$ cat config.mk
export PLATFORM = sky130hd
export DESIGN_NAME = cz80_registers
export DESIGN_NICKNAME = d
export VERILOG_FILES = /design/src/rtl/cz80_registers.sv
export SDC_FILE = /design/constraint.sdc
export NUM_CORES = 1
export LEC_CHECK = 0
export ABC_CLOCK_PERIOD_IN_PS = 9200
export BUFFER_PORTS_ARGS = -buffer_cell sky130_fd_sc_hd__buf_2
export CAP_MARGIN = 25
export CORE_MARGIN = 4
export CORE_UTILIZATION = 35
export DETAILED_ROUTE_END_ITERATION = 8
export PLACE_DENSITY_LB_ADDON = 0.15
export SLEW_MARGIN = 20
export SYNTH_ARGS = -nofsm -noshare
export SYNTH_HDL_FRONTEND = slang
export SYNTH_SLANG_ARGS = --single-unit
$ cat constraint.sdc
create_clock -name clk -period 9.2 [get_ports clk]
set_input_delay 2.76 -clock clk [delete_from_list [all_inputs] [get_ports clk]]
set_output_delay 2.76 -clock clk [all_outputs]
set_load 0.01 [all_outputs]
$ cat src/rtl/cz80_registers.sv
// Z80 register file: banked BC/DE/HL with EXX / EX DE,HL renaming,
// shared SP/IX/IY, registered 8-bit operands and a 16-bit pair output.
module cz80_registers #(
  parameter logic [15:0] RESET_VALUE = 16'hFFFF
) (
  input  logic        clk,
  input  logic        reset_n,
  input  logic        cen,
  input  logic [2:0]  sel_a,
  input  logic        hi_a,
  input  logic [2:0]  sel_b,
  input  logic        hi_b,
  input  logic [2:0]  sel_w,
  input  logic        we_h,
  input  logic        we_l,
  input  logic [15:0] di,
  input  logic        exx,
  input  logic        ex_dehl,
  output logic [7:0]  busa,
  output logic [7:0]  busb,
  output logic [15:0] pair_a
);

  localparam logic [3:0] NONE = 4'd15;

  logic [15:0] rf_q [9];
  logic [15:0] rf_d [9];
  logic        bank_q, bank_d;
  logic [1:0]  swap_q, swap_d;
  logic [7:0]  busa_q, busa_d;
  logic [7:0]  busb_q, busb_d;
  logic [15:0] pair_a_q, pair_a_d;

  logic        cur_swap;
  logic [3:0]  pa, pb, pw;
  logic [15:0] va, vb;

  // Physical slots: bank*3 + {BC,DE,HL}, then SP=6, IX=7, IY=8.
  function automatic logic [3:0] phys(
    input logic [2:0] sel,
    input logic       bank,
    input logic       swap
  );
    logic [3:0] base;
    base = bank ? 4'd3 : 4'd0;
    unique case (sel)
      3'd0:    phys = base;
      3'd1:    phys = swap ? base + 4'd2 : base + 4'd1;
      3'd2:    phys = swap ? base + 4'd1 : base + 4'd2;
      3'd3:    phys = 4'd6;
      3'd4:    phys = 4'd7;
      3'd5:    phys = 4'd8;
      default: phys = NONE;
    endcase
  endfunction

  always_comb begin
    cur_swap = bank_q ? swap_q[1] : swap_q[0];
    pa = phys(sel_a, bank_q, cur_swap);
    pb = phys(sel_b, bank_q, cur_swap);
    pw = phys(sel_w, bank_q, cur_swap);
  end

  // Bypass compares physical slots, so renaming in this cycle is harmless.
  always_comb begin
    va = 16'hFFFF;
    if (pa != NONE) begin
      va = rf_q[pa];
      if (pw == pa) begin
        if (we_h) va[15:8] = di[15:8];
        if (we_l) va[7:0]  = di[7:0];
      end
    end
    vb = 16'hFFFF;
    if (pb != NONE) begin
      vb = rf_q[pb];
      if (pw == pb) begin
        if (we_h) vb[15:8] = di[15:8];
        if (we_l) vb[7:0]  = di[7:0];
      end
    end
  end

  always_comb begin
    rf_d     = rf_q;
    bank_d   = bank_q;
    swap_d   = swap_q;
    busa_d   = busa_q;
    busb_d   = busb_q;
    pair_a_d = pair_a_q;
    if (cen) begin
      if (pw != NONE) begin
        if (we_h) rf_d[pw][15:8] = di[15:8];
        if (we_l) rf_d[pw][7:0]  = di[7:0];
      end
      if (ex_dehl) swap_d[bank_q] = ~swap_q[bank_q];
      if (exx) bank_d = ~bank_q;
      busa_d   = hi_a ? va[15:8] : va[7:0];
      busb_d   = hi_b ? vb[15:8] : vb[7:0];
      pair_a_d = va;
    end
  end

  always_ff @(posedge clk) begin
    if (!reset_n) begin
      for (int i = 0; i < 9; i++) rf_q[i] <= RESET_VALUE;
      bank_q   <= 1'b0;
      swap_q   <= 2'b00;
      busa_q   <= 8'hFF;
      busb_q   <= 8'hFF;
      pair_a_q <= 16'hFFFF;
    end else begin
      rf_q     <= rf_d;
      bank_q   <= bank_d;
      swap_q   <= swap_d;
      busa_q   <= busa_d;
      busb_q   <= busb_d;
      pair_a_q <= pair_a_d;
    end
  end

  assign busa   = busa_q;
  assign busb   = busb_q;
  assign pair_a = pair_a_q;

endmodule

==> results_dict.tcl <==
set metrics [dict create \
    outcome "finished, final reports clean" \
    finalWirelength_um 39460 \
    critPathLaunchType "input port" \
    cts_max_level 4 \
    io-pin-count 66 \
    start_util_pct 35.61 \
    synthArstFlopShare_pct 0 \
    p_int_mw 1.363 \
    worstSetupPathType "input port to flop" \
    seq_area_frac_synth_pct 34.97 \
    pwr-share-seq_pct 41.1 \
    fmax_mhz 173.9 \
    synth_edf_count 0 \
    worstPathRequired_ns 9.48 \
    grt_use_total_pct 24.46 \
    cts_setup_buffers 0 \
    die_h_um 179.1 \
    leakage_nw 4.969 \
    cp_max_fo 15 \
    first_iter_violations 885 \
    path_clk_slew_ns 0.07 \
    slew_headroom_pct 32.39 \
    clockRootBuffer "clkbuf_16" \
    dp_cells 1698 \
    grt_use_met3_pct 5.567 \
    remaining_drc_errors 0 \
    synth_ff_type "dfxtp_1" \
    clk_latency_ns 0.45 \
    r2r_start "swap_q[0]" \
    via_count 10240 \
    swShare_pct 31.42 \
    ys_ff_latch 179 \
    num-nets-final 1367 \
    die_width_um 179.1 \
    synth.area.top_cells "dfxtp_1, mux2i_1, nand2_1" \
    grt_pass1_wl_um 59370 \
    placed_area_um2 10770 \
    grt_pass1_vias 9371 \
    postSynthAreaPerCell_um2 7.654 \
    gr-max-usage-layer "met2" \
    syn_to_final_growth_pct 11.12 \
    postSynthCellCount 1339 \
    cts_resized 0 \
    core_um2 28780 \
    ctsHoldBuffers 0 \
    setup_violations 0 \
    finalCritPeriodShare_pct 62.49 \
    final_cell_mix "nand2_1, dfxtp_1, mux2i_1, nand3_1, nor2_1" \
    arrival_ns 6.03 \
    wl_per_cell_um 22.81 \
    rows 62 \
    met1_usage_pct 35.26 \
    drive_gt1_share_pct 10.85 \
    tritoncts.num_buffers 17 \
    place_hpwl_um 27900 \
    final_common_cell "nand2_1" \
    worst_slew_pin_slew_ns 1.007 \
    switching_power_mw 0.6244 \
    grt_use_met2_pct 36.34 \
    final.setup.tns_ns 0 \
    critPathLaunch "sel_a[1]" \
    syn_nets 1373 \
    layout_min_cycle_time_ns 5.749 \
    yosysTopAreaCell "dfxtp_1" \
    hold_viol 0 \
    clockBufferDepth 2 \
    io_buffers 65 \
    fill_cells 2944 \
    holdWs_ns 0.4860 \
    final_area_um2 11390 \
    tritoncts "yes" \
    grt_max_degree 68 \
    slew_violations 0 \
    vdd_drop_max_v 0.00009368 \
    drv_cap 0 \
    dieArea_um2 32080 \
    ff2ff_setup_slack_ns 5.32 \
    overflow 0 \
    clockPowerShare_pct 39.4 \
    syn_area_um2 10250 \
    p_per_area_nw_per_um2 174.5 \
    viasPerCell 5.917 \
    cp-end-kind "flop" \
    final.setup_skew_ns 0.01429 \
    worstHoldStart "pair_a[5]" \
    synth_top_area_share_pct 34.97 \
    ant_nets 0 \
    grt_antenna_before_repair 2 \
    place.gp.congestion 0.9520 \
    cts_sinks 179 \
    finalNonFillerCells 1730 \
    hp-class "flop to flop" \
    antenna_cells 0 \
    synth_cell_types 74 \
    rsz0062_at_grt "no" \
    yosys_warnings 0 \
    dr.pass1.iters 5 \
    power_frac_comb_pct 19.5 \
]
-- critical path, cell delays in order --
cell and delay (ns):
buf_2 0.19, nand2_1 0.19, o21ai_1 0.38, nor3_2 0.86
xnor2_2 0.26, a211o_1 0.51, or2b_1 0.39, o221ai_1 0.31
o221ai_1 0.17
-- registers in the layout, summed over array words and instances (netlist names) --
register,flops
rf_q,144
swap_q,2
pair_a,16
busb,8
busa,8
bank_q,1
-- through the flow --
stage | total power [mW] | util, % | setup WS [ns]
4_1_cts | 1.992 | 39.56 | 3.548
3_3_place_gp | 1.211 | 37.24 | 3.123
3_5_place_dp | 1.213 | 37.42 | 3.083
5_1_grt | 2.057 | 39.57 | 3.270
2_1_floorplan | 1.090 | - | 4.167
6_report | 1.987 | 39.57 | 3.451
-- cells in the mapped netlist (5+ instances only) --
master	n
nor4_1	7
nand2b_1	9
o21ai_1	9
clkbuf_1	71
o31ai_1	13
or2_2	5
nand2_1	338
and3_1	17
inv_1	20
o221ai_1	14
nand3_1	107
o22ai_1	7
o2111ai_1	12
a31oi_1	27
mux2i_1	131
a211o_1	5
a211oi_1	14
and2_1	14
a21oi_1	24
dfxtp_1	179
buf_4	6
nor2b_1	5
o211ai_1	35
a32o_1	7
nor3_1	10
o22a_1	7
nor2_1	78
a2111oi_0	6
nand4_1	20
buf_2	27
o32ai_1	14
o21ai_0	30
-- routing by layer --
| layer | vias up | share of wire [%] | wire length [um] |
|---|---|---|---|
| met5 | - | 0.079 | 31 |
| met1 | 4911 | 46 | 18030 |
| met2 | 474 | 43 | 16830 |
| met4 | 4 | 2.4 | 940 |
| li1 | 4785 | - | - |
| met3 | 62 | 9.2 | 3625 |
-- power groups by stage --
stage	Combinational [mW]	Clock, mW	Sequential, mW
after floorplan	0.258	0	0.831
final	0.388	0.783	0.816
after global placement	0.377	0	0.834
after CTS	0.381	0.795	0.816
after detailed placement	0.380	0	0.834
after global routing	0.417	0.822	0.818
-- layout make-up --
cell class / instances / area (um^2) / share of cell area [%]
tap: 384 / 480.5 / 4.219
clock inverter: 13 / 173.9 / 1.527
multi-input combinational: 1030 / 6150 / 54.00
sequential: 179 / 3583 / 31.47
inverter: 20 / 75.07 / 0.6592
timing repair buffer: 85 / 483.0 / 4.241
clock buffer: 19 / 442.9 / 3.889
-- kinds of logic after synthesis --
logic type | count (synthesis) | share of synthesized area, %
muxes | 133 | 13.05
DFF | 179 | 34.97
and+or+nand+nor | 637 | 27.82
AOI/OAI and AO/OA | 254 | 18.12
buffers and inverters | 130 | 5.457
xor gates and xnor gates | 6 | 0.5860
-- final timing paths --
kind | to | depth (start not counted)
setup / recovery | busa[0] | 9
hold / removal | pair_a[5] | 2
setup reg to reg | busa[0] | 8
hold reg to reg | pair_a[5] | 2
Power figures use the tool's default switching activity.
